--- config.mk ---
export PLATFORM = sky130hd
export DESIGN_NAME = packed_delay_line
export DESIGN_NICKNAME = d
export VERILOG_FILES = /design/src/rtl/packed_delay_line.sv
export SDC_FILE = /design/constraint.sdc
export NUM_CORES = 1
export LEC_CHECK = 0
export ABC_AREA = 1
export CORE_AREA = 2 2 98 71
export DETAILED_ROUTE_END_ITERATION = 8
export DIE_AREA = 0 0 100 73
export HOLD_SLACK_MARGIN = 0.08
export PLACE_DENSITY_LB_ADDON = 0.05
export SKIP_LAST_GASP = 1
export SYNTH_ARGS = -nofsm -noshare
export SYNTH_HDL_FRONTEND = slang
export SYNTH_SLANG_ARGS = --single-unit
--- constraint.sdc ---
create_clock -name clk -period 2.9 [get_ports clk]
set_input_delay 0.58 -clock clk [delete_from_list [all_inputs] [get_ports clk]]
set_output_delay 0.58 -clock clk [all_outputs]
set_load 0.005 [all_outputs]
--- src/rtl/packed_delay_line.sv ---
// Clock-counted delay line for packed {x,y,z} records: a ring buffer with per-entry
// valid bits, a programmable delay of 1..MAX_DELAY advancing edges, stall and flush-on-reload.
module packed_delay_line #(
  parameter int FIELD_W     = 1,
  parameter int CHANNELS    = 1,
  parameter int MAX_DELAY   = 16,
  parameter int RESET_DELAY = 1
) (
  input  logic                                clk,
  input  logic                                rst,
  input  logic                                en,
  input  logic                                in_valid,
  input  logic [3*FIELD_W*CHANNELS-1:0]       in_data,
  input  logic                                delay_load,
  input  logic [$clog2(MAX_DELAY+1)-1:0]      delay_cfg,
  output logic                                out_valid,
  output logic [3*FIELD_W*CHANNELS-1:0]       out_data,
  output logic [$clog2(MAX_DELAY+1)-1:0]      cur_delay,
  output logic                                cfg_err
);

  localparam int DW = 3 * FIELD_W * CHANNELS;
  localparam int CW = $clog2(MAX_DELAY + 1);
  localparam int PW = $clog2(MAX_DELAY);
  localparam logic [CW-1:0] MAX_D     = CW'(MAX_DELAY);
  localparam logic [PW-1:0] LAST_SLOT = PW'(MAX_DELAY - 1);

  logic [MAX_DELAY-1:0] r_ring_valid;
  logic [DW-1:0]        r_ring_data [MAX_DELAY];
  logic [PW-1:0]        r_wptr;
  logic [CW-1:0]        r_cur_delay;
  logic                 r_cfg_err;
  logic                 r_out_valid;
  logic [DW-1:0]        r_out_data;

  logic [CW:0]   w_rd_sum;
  logic [CW:0]   w_rd_wrap;
  logic [PW-1:0] w_rd_idx;
  logic [PW-1:0] w_wptr_nxt;
  logic [CW-1:0] w_cfg_sat;
  logic          w_cfg_bad;
  logic [DW-1:0] w_wr_data;

  // Read slot = wptr - cur_delay (mod MAX_DELAY). At cur_delay == MAX_DELAY this is the
  // slot being overwritten this edge; non-blocking semantics hand us its old contents.
  always_comb begin
    w_rd_sum   = (CW+1)'(r_wptr) + (CW+1)'(MAX_DELAY) - {1'b0, r_cur_delay};
    w_rd_wrap  = (w_rd_sum >= (CW+1)'(MAX_DELAY)) ? (w_rd_sum - (CW+1)'(MAX_DELAY)) : w_rd_sum;
    w_rd_idx   = PW'(w_rd_wrap);
    w_wptr_nxt = (r_wptr == LAST_SLOT) ? '0 : (r_wptr + PW'(1));
    w_wr_data  = in_valid ? in_data : '0;
    w_cfg_bad  = (delay_cfg == '0) || (delay_cfg > MAX_D);
    if (delay_cfg == '0)
      w_cfg_sat = CW'(1);
    else if (delay_cfg > MAX_D)
      w_cfg_sat = MAX_D;
    else
      w_cfg_sat = delay_cfg;
  end

  // Data payload needs no reset: it is only ever observed through its valid bit.
  always_ff @(posedge clk) begin
    if (!rst && en)
      r_ring_data[r_wptr] <= w_wr_data;
  end

  // No back-pressure: every advancing edge accepts one record; a reload flushes in-flight ones.
  always_ff @(posedge clk) begin
    if (rst) begin
      r_ring_valid <= '0;
      r_wptr       <= '0;
      r_out_valid  <= 1'b0;
      r_out_data   <= '0;
      r_cur_delay  <= CW'(RESET_DELAY);
      r_cfg_err    <= 1'b0;
    end else if (delay_load) begin
      r_cur_delay  <= w_cfg_sat;
      r_cfg_err    <= w_cfg_bad;
      r_ring_valid <= '0;
      r_out_valid  <= 1'b0;
      r_out_data   <= '0;
      if (en) begin
        r_ring_valid[r_wptr] <= in_valid;
        r_wptr               <= w_wptr_nxt;
      end
    end else if (en) begin
      r_ring_valid[r_wptr] <= in_valid;
      r_wptr               <= w_wptr_nxt;
      r_out_valid          <= r_ring_valid[w_rd_idx];
      r_out_data           <= r_ring_valid[w_rd_idx] ? r_ring_data[w_rd_idx] : '0;
    end
  end

  assign out_valid = r_out_valid;
  assign out_data  = r_out_data;
  assign cur_delay = r_cur_delay;
  assign cfg_err   = r_cfg_err;

endmodule

# Word level (Yosys, flattened, before mapping)

Memory sizes are Yosys's and may differ from the RTL's.
Cells that the tools add are included.

$add $sub $neg: 4
Magnitude comparators: 5
Equality and inequality tests: 1
Muxes and demuxes: 16
Bitwise logic cells: 1
Reductions and logical operators: 7

Operators with widths:

| kind                                                                                | count |
|---|---|
| 16-bit two-way mux                                                                  | 3 |
| 16-bit bitwise AND                                                                  | 1 |
| 16-bit bitwise mux                                                                  | 1 |
| 4-bit by 5-bit < comparator with 1-bit output, second input constant                | 2 |
| 5-bit two-way mux                                                                   | 2 |
| 4-bit two-way mux                                                                   | 2 |
| 4-bit by 5-bit adder with 6-bit output, second input constant                       | 1 |
| 6-bit by 5-bit greater-or-equal comparator with 1-bit output, second input constant | 1 |
| 3-bit two-way mux                                                                   | 2 |
| 6-bit by 5-bit subtractor with 6-bit output                                         | 1 |
| 5-bit > comparator, second input constant                                           | 1 |
| 5-bit logical NOT                                                                   | 1 |
| 4-bit by 1-bit adder with 4-bit output, second input constant                       | 1 |
| 1-bit binary-select mux with 4-bit select                                           | 1 |
| 1-bit demux with 4-bit select                                                       | 1 |
| 4-bit == test, second input constant                                                | 1 |
| 4-bit by 1-bit greater-or-equal comparator with 1-bit output, second input constant | 1 |
| 1-bit two-way mux                                                                   | 4 |
| 4-bit by 1-bit subtractor with 4-bit output, second input constant                  | 1 |
| 1-bit logical AND                                                                   | 2 |
| 2-bit nonzero test                                                                  | 1 |
| 2-bit OR reduction                                                                  | 1 |
| 1-bit logical NOT                                                                   | 1 |
| 1-bit logical OR                                                                    | 1 |

Bits in registers: 30
Memory bits (writable): 48
Input bits: 13
Output and inout port bits: 10
Logic and storage cells: 41
Memories: 1

Memory list:

| name        | depth | width | rd ports | clocked after memory_dff | write ports | line | source |
|---|---|---|---|---|---|---|---|
| r_ring_data | 16    | 3     | 1        | 0                        | 1           | 29   | `logic [DW-1:0] r_ring_data [MAX_DELAY];` |

# Longest topological paths before layout

Word-level depth: 7
Mapped depth: 16
Gate-level depth less buffers: 14

# Least setup slack after synthesis

OpenSTA, ideal clock, no wires.

Path type: register to register
Start point: register r_wptr[0]
End point: register r_out_valid, in the netlist out_valid
Library setup time: 0.115 ns
Data arrival time: 2.040 ns
Data required time: 2.785 ns
Setup slack: 0.745 ns
Stages on the path, launching flop included: 14
Buffers on the path: 2
Clock period less this slack: 2.155 ns
Path through: dfxtp_1 inv_1 ha_1 inv_1 fa_1 buf_6 inv_2 buf_2 nand3_1 nand3_2 nand3_2 nand2_2 nor2_4 o21a_1

Cells in the longest elaborated chain, start to end: 6
Elaborated cells on any way between the ends: 7
Classes of those cells: 3 x add/sub; 1 x order compare; 3 x mux

RTL lines:

| item                                                                                                                        | line | source |
|---|---|---|
| start, declared                                                                                                             | 30   | `logic [PW-1:0] r_wptr;` |
| start signal, assigned                                                                                                      | 84   | `r_wptr <= w_wptr_nxt;` |
| start signal, assigned                                                                                                      | 88   | `r_wptr <= w_wptr_nxt;` |
| 4-bit by 5-bit adder with 6-bit output *                                                                                    | 47   | `w_rd_sum = (CW+1)'(r_wptr) + (CW+1)'(MAX_DELAY) - {1'b0, r_cur_delay};` |
| 6-bit by 5-bit subtractor with 6-bit output *                                                                               | 47   |  |
| 6-bit by 5-bit greater-or-equal comparator with 1-bit output or 4-bit by 1-bit subtractor with 4-bit output (tied branches) | 48   | `w_rd_wrap = (w_rd_sum >= (CW+1)'(MAX_DELAY)) ? (w_rd_sum - (CW+1)'(MAX_DELAY)) : w_rd_sum;` |
| 4-bit two-way mux *                                                                                                         | 48   |  |
| 1-bit binary-select mux with 4-bit select *                                                                                 | 89   | `r_out_valid <= r_ring_valid[w_rd_idx];` |
| 1-bit two-way mux (implied by the code) *                                                                                   | 89   |  |
| end signal, assigned                                                                                                        | 89   |  |
| end, declared                                                                                                               | 33   | `logic r_out_valid;` |

Every way passes the cells marked *; elsewhere a longest branch is shown, timed or not. The select of a mux whose other input is x is not followed.
A chain may end at the register's enable or synchronous reset.

# Worst setup path in the final report

Start point: register r_wptr[0]
End point: register r_out_data[0], in the netlist out_data[0]

Cells in the longest elaborated chain, start to end: 7
Elaborated cells on any way between the ends: 9
Classes of those cells: 3 x add/sub; 1 x order compare; 4 x mux; 1 x memory

RTL lines:

| item                                                                                                                        | line | source |
|---|---|---|
| 4-bit by 5-bit adder with 6-bit output *                                                                                    | 47   |  |
| 6-bit by 5-bit subtractor with 6-bit output *                                                                               | 47   |  |
| 6-bit by 5-bit greater-or-equal comparator with 1-bit output or 4-bit by 1-bit subtractor with 4-bit output (tied branches) | 48   |  |
| 4-bit two-way mux *                                                                                                         | 48   |  |
| 1-bit binary-select mux with 4-bit select                                                                                   | 90   | `r_out_data <= r_ring_valid[w_rd_idx] ? r_ring_data[w_rd_idx] : '0;` |
| 1-bit two-way mux (implied by the code)                                                                                     | 90   |  |
| 3-bit two-way mux *                                                                                                         | 90   |  |
| end signal, assigned                                                                                                        | 90   |  |
| end, declared                                                                                                               | 34   | `logic [DW-1:0] r_out_data;` |

Marked as above.

==> impl_metrics.ini <==
[power_and_ir_drop]
p_total_mw = 2.646
pwr-share-seq_pct = 45.5
leakage_nw = 1.714
switchingPower_mw = 0.7222
p_per_area_nw_per_um2 = 633.5
peakVddDrop_uv = 347.5
switching_share_pct = 27.30
intPower_mw = 1.923
power_frac_clock_pct = 36.4
combinationalPowerShare_pct = 18.1

[global_routing]
grt_max_degree = 33
grt_usage_pct = 24.81
antenna_found_initial = 0
grt_pass1_wl_um = 13510
grt-ovfl-total = 0
grt_pass1_vias = 2679

[setup_path]
worst-path-max-fanout = 32
critPathKind = flop to flop
worstPathArrival_ns = 2.70
endpoint_kind = flop
cp.required_ns = 3.18
critPathLaunchType = flop

[cts]
cts_tree = yes
ctsResizeCount = 0
clock-sinks = 78
post_cts_buffers = 0
clock-root-buffer = clkbuf_8
numCtsBuffers = 9
clockBufferDepth = 2
cts_max_level = 3
hold_buffers = 0
clk_pin_slew_ns = 0.08
insertion_delay_ns = 0.35

[detailed_routing]
wl_per_cell_um = 16.33
wl_met2_um = 3768
totalWireLength_um = 8524
drt-initial-drc-count = 318
wl_met1_um = 4037
num_vias = 2914
routed.top_layer = met4
drc = 0
drtPass1Iterations = 6
dr_wl_met3_um = 640
via_per_inst = 5.582
postRouteAntennaNets = 0

[sta]
rsz0062_at_grt = false
clock_skew_ns = 0.01319
clock.fmax_mhz = 413.7
fin_crit_ns = 2.417
setup_viol = 0
finalSetupTns_ns = 0
relSlewSlack_pct = 50.82
worst_pin_slew_ns = 0.7354
finalHoldViolations = 0
hold_ws_ns = 0.4673
fin_ws_ns = 0.4830
fin_crit_sh_pct = 83.35
slew_viol_final = 0

[floorplan]
rows = 25
start_util_pct = 56.25
die_h_um = 73
die-width_um = 100
core_area_um2 = 6506
die_area_um2 = 7300
ioPinCount = 23

[layout]
diodes = 0
final_area_um2 = 4177
nets = 459
areaGrowthSynthToFinish_pct = 14.12
drive_above_1_share_pct = 9.297

[synth]
synth_nets = 436
ys_ff_latch = 78
synthCells = 413
synthFlopType = edfxtp_1
synth_edf_count = 48
async_flop_share_pct = 0
synth_warnings = 0
syn_area_um2 = 3660
synth_cell_type_count = 32
ys_seq_area_share_pct = 55.79
synth_area_per_cell_um2 = 8.861

[placement]
placed_area_um2 = 3938
numPortBuffers = 22
place_ws_ns = 0.3756
dp_hpwl_um = 6099
gp_congestion = 0.9091

[status]
outcome = completed

[flow_run]
cap_violations = 0

[min_path]
hold_class = flop to flop
[placed cells by master, fill, tap and decap left out, types with 2 or more instances in the layout]
cell type / count
clkbuf_8: 9
nand3_2: 3
inv_2: 8
inv_1: 31
edfxtp_1: 48
a21oi_1: 14
nor4_1: 2
nand2_1: 154
nand3_1: 37
o211ai_1: 9
o21ai_0: 3
nand2_2: 3
a31oi_1: 3
bufinv_16: 3
dfxtp_1: 30
a32o_1: 3
o22ai_1: 3
nor2_1: 14
clkdlybuf4s50_1: 22
nor3_1: 12
ha_1: 9
buf_4: 7
[through the flow]
stage	util, %	instances
after global placement	60.52	506
after floorplan	-	413
after global routing	64.19	522
after detailed placement	60.52	506
final	64.19	522
after CTS	64.19	522
[cell type report]
type / count / area, µm²
tap: 81 / 101.3
timing repair buffer: 29 / 272.8
fill: 563 / 2330
clock buffer: 10 / 127.6
multi-input combinational: 279 / 1375
clock inverter: 6 / 111.4
sequential: 78 / 2042
inverter: 39 / 146.4
[Yosys cell counts (2+ instances only)]
cell      number  area [µm²]
nand2_2        3       18.77
ha_1           9       112.6
dfxtp_1       30       600.6
nor2_1        14       52.55
o22ai_1        3       18.77
nand2_1      154       578.1
buf_2          8       40.04
a21oi_1       14       70.07
edfxtp_1      48        1441
clkbuf_1       5       18.77
nor4_1         2       12.51
a31oi_1        3       18.77
a32o_1         3       30.03
o211ai_1       9       67.56
nand3_1       37       185.2
nor3_1        12       60.06
inv_2          8       30.03
o21ai_0        3       15.01
buf_6          3       33.78
inv_1         31       116.4
nand3_2        3       30.03
[sequential cells by signal (all words and copies together) (netlist names)]
register,flops
r_ring_data,48
r_ring_valid,16
cur_delay,5
r_wptr,4
out_data,3
cfg_err,1
out_valid,1
[worst max-delay path, stage by stage (launching register included)]
cell and delay, ns:
dfxtp_1 0.41, inv_1 0.13, ha_1 0.48, inv_2 0.47, nand2_1 0.09, nand3_1 0.13
nand3_2 0.10, nand3_2 0.11, nand2_2 0.07, nor2_4 0.13, nand2_1 0.06, a21oi_1 0.14
[worst paths after layout]
check | startpoint | to | slack (ns) | cells after the start
worst max register to register | r_wptr[0] | out_data[0] | 0.48 | 11
worst min-delay path | out_data[2] | out_data[2] | 0.47 | 2
worst min register to register | out_data[2] | out_data[2] | 0.47 | 2
worst max-delay path | r_wptr[0] | out_data[0] | 0.48 | 11
[power groups by stage]
stage          Clock, mW  Combinational [mW]  Sequential [mW]
6_report           0.963               0.478             1.20
5_1_grt             1.02               0.535             1.21
4_1_cts            0.967               0.471             1.20
3_5_place_dp           0               0.469             1.23
3_3_place_gp           0               0.462             1.23
2_1_floorplan          0               0.342             1.23
[kinds of logic after synthesis]
group	Yosys count	share of synthesized area (%)
adder cells (fa/ha/maj)	10	3.624
flip-flops	78	55.79
XOR/XNOR	2	0.8891
AO/OA/AOI/OAI	39	6.803
AND/OR/NAND/NOR	228	26.26
buffers and inverters	56	6.632
[metal layers]
metal,global-route usage (%),up-vias
met2,37.61,117
met4,6.545,0
li1,-,1418
met1,36.53,1371
met3,5.460,8
met5,0,-
(Power assumes the default switching activity.)
==> edit: new RTL, same flow settings <==
Set the parameter `MAX_DELAY` to 8 (it was 16).
--- a/src/rtl/packed_delay_line.sv
+++ b/src/rtl/packed_delay_line.sv
@@ -3,7 +3,7 @@
 module packed_delay_line #(
   parameter int FIELD_W     = 1,
   parameter int CHANNELS    = 1,
-  parameter int MAX_DELAY   = 16,
+  parameter int MAX_DELAY   = 8,
   parameter int RESET_DELAY = 1
 ) (
   input  logic                                clk,
Interface: changed (resized cur_delay and delay_cfg); port bits go from 23 to 21. The function was not compared with the original's and may differ.
==> edit against the original RTL <==
- area after synthesis is 44% lower
- worst hold slack lost 0.00079 ns
- wire length decreased by 42%
- largest cell class unchanged
- clock skew decreased by 0.0078 ns
- sequential cell count decreased by 34
- worst setup slack better by 0.28 ns
- total power shrank 48%
- final area decreased by 42%
- fmax is 13% higher
==> edit: results (changes against the original RTL) <==
Final layout
  – Nets: 277 (was 459)
  – Max reg flops: 24 (was 48)
  – Multi-input gate count: 162 (was 279)
  – Multi-input logic area: 779.5 um2 (was 1375 um2)
  – Seq_cells: 44 (was 78)
  – Layout cell share with drive strength beyond 1: 9.160% (was 9.297%)
  – Final clock-cell share: 3.816% (was 5.722%)
  – Seq area share: 46.21% (was 48.89%)
  – Clock buffers: 6 (was 10)
  – Filler Cell Count: 697 (was 563)
  – Non-clk invs: 23 (was 39)

Logic synthesis
  – Post-Synth Adder-Cell Area: 2.785% (was 3.624%)
  – Top cells by count, synth: nand2_1, edfxtp_1, a21oi_1, nor2_1, dfxtp_1 (was nand2_1, edfxtp_1, nand3_1, inv_1, dfxtp_1)
  – Compound-cell area share of the yosys netlist: 8.959% (was 6.803%)
  – Synth Area per Inst: 8.721 um2 (was 8.861 um2)
  – Post-synth EDFFs: 24 (was 48)
  – Main area contributors after synthesis: edfxtp_1, dfxtp_1, nand2_1 (unchanged)
  – Register area share after synthesis: 54.24% (was 55.79%)
  – Syn nets: 253 (was 436)

Status
  – Outcome: finished clean (unchanged)

Detailed routing
  – Vias: 1570 (was 2914)
  – Routed wire length: 4937 um (was 8524 um)
  – DRT iter0 DRCs: 80 (was 318)

Clocking
  – CTS buffer count: 5 (was 9)
  – Clock Latency Late Sink: 0.30 ns (was 0.35 ns)
  – CTS H-tree depth: 2 (was 3)

Timing
  – Slew margin rel.: 58.84% (was 50.82%)

Global route
  – Global Route Usage Sum: 14.66% (was 24.81%)
  – First-pass GRT wire length: 7872 um (was 13510 um)
  – Vias in the first global route: 1463 (was 2679)

Pwr
  – Worst vdd ir: 0.1783 mV (was 0.3475 mV)
  – Leak: 0.9755 nW (was 1.714 nW)

Place
  – Routability congestion estimate: 0.7370 (was 0.9091)
  – Dpl ws: 0.4951 ns (was 0.3756 ns)

Worst setup path
  – CP arrival: 2.32 ns (was 2.70 ns)
  – R2r endpoint: out_data[2] (was out_data[0])
[edit: cell types whose count changed after synthesis, moves of 6 or more]
cell and delta:
edfxtp_1 -24, a21oi_1 +9, o211ai_1 -9, dfxtp_1 -10, ha_1 -6, nor2_1 +9
nand3_1 -24, buf_2 -7, inv_2 -7, inv_1 -12, nand2_1 -85
[edit: per-layer routing]
metal	routed length, um	track usage [%]	vias to the layer above
met1	2763	22.86	704
met2	1896	19.44	29
li1	-	-	832
met4	55	5.023	0
met3	222	3.448	5
met5	0	0	-
[edit: critical path, cell delays in order (launching register included)]
cell	delay, ns
dfxtp_1	0.34
inv_1	0.16
ha_1	0.20
inv_1	0.06
fa_1	0.51
buf_4	0.18
nand2_1	0.07
a21oi_1	0.17
nor2_1	0.10
nand2_1	0.07
nand2_1	0.05
nand2_1	0.06
a21oi_1	0.05
[edit: power by group]
part	total (mW)	internal (mW)	switching [mW]
Clock	0.408	0.190	0.217
Combinational	0.275	0.101	0.174
Sequential	0.688	0.674	0.0140
Total	1.37	0.965	0.405
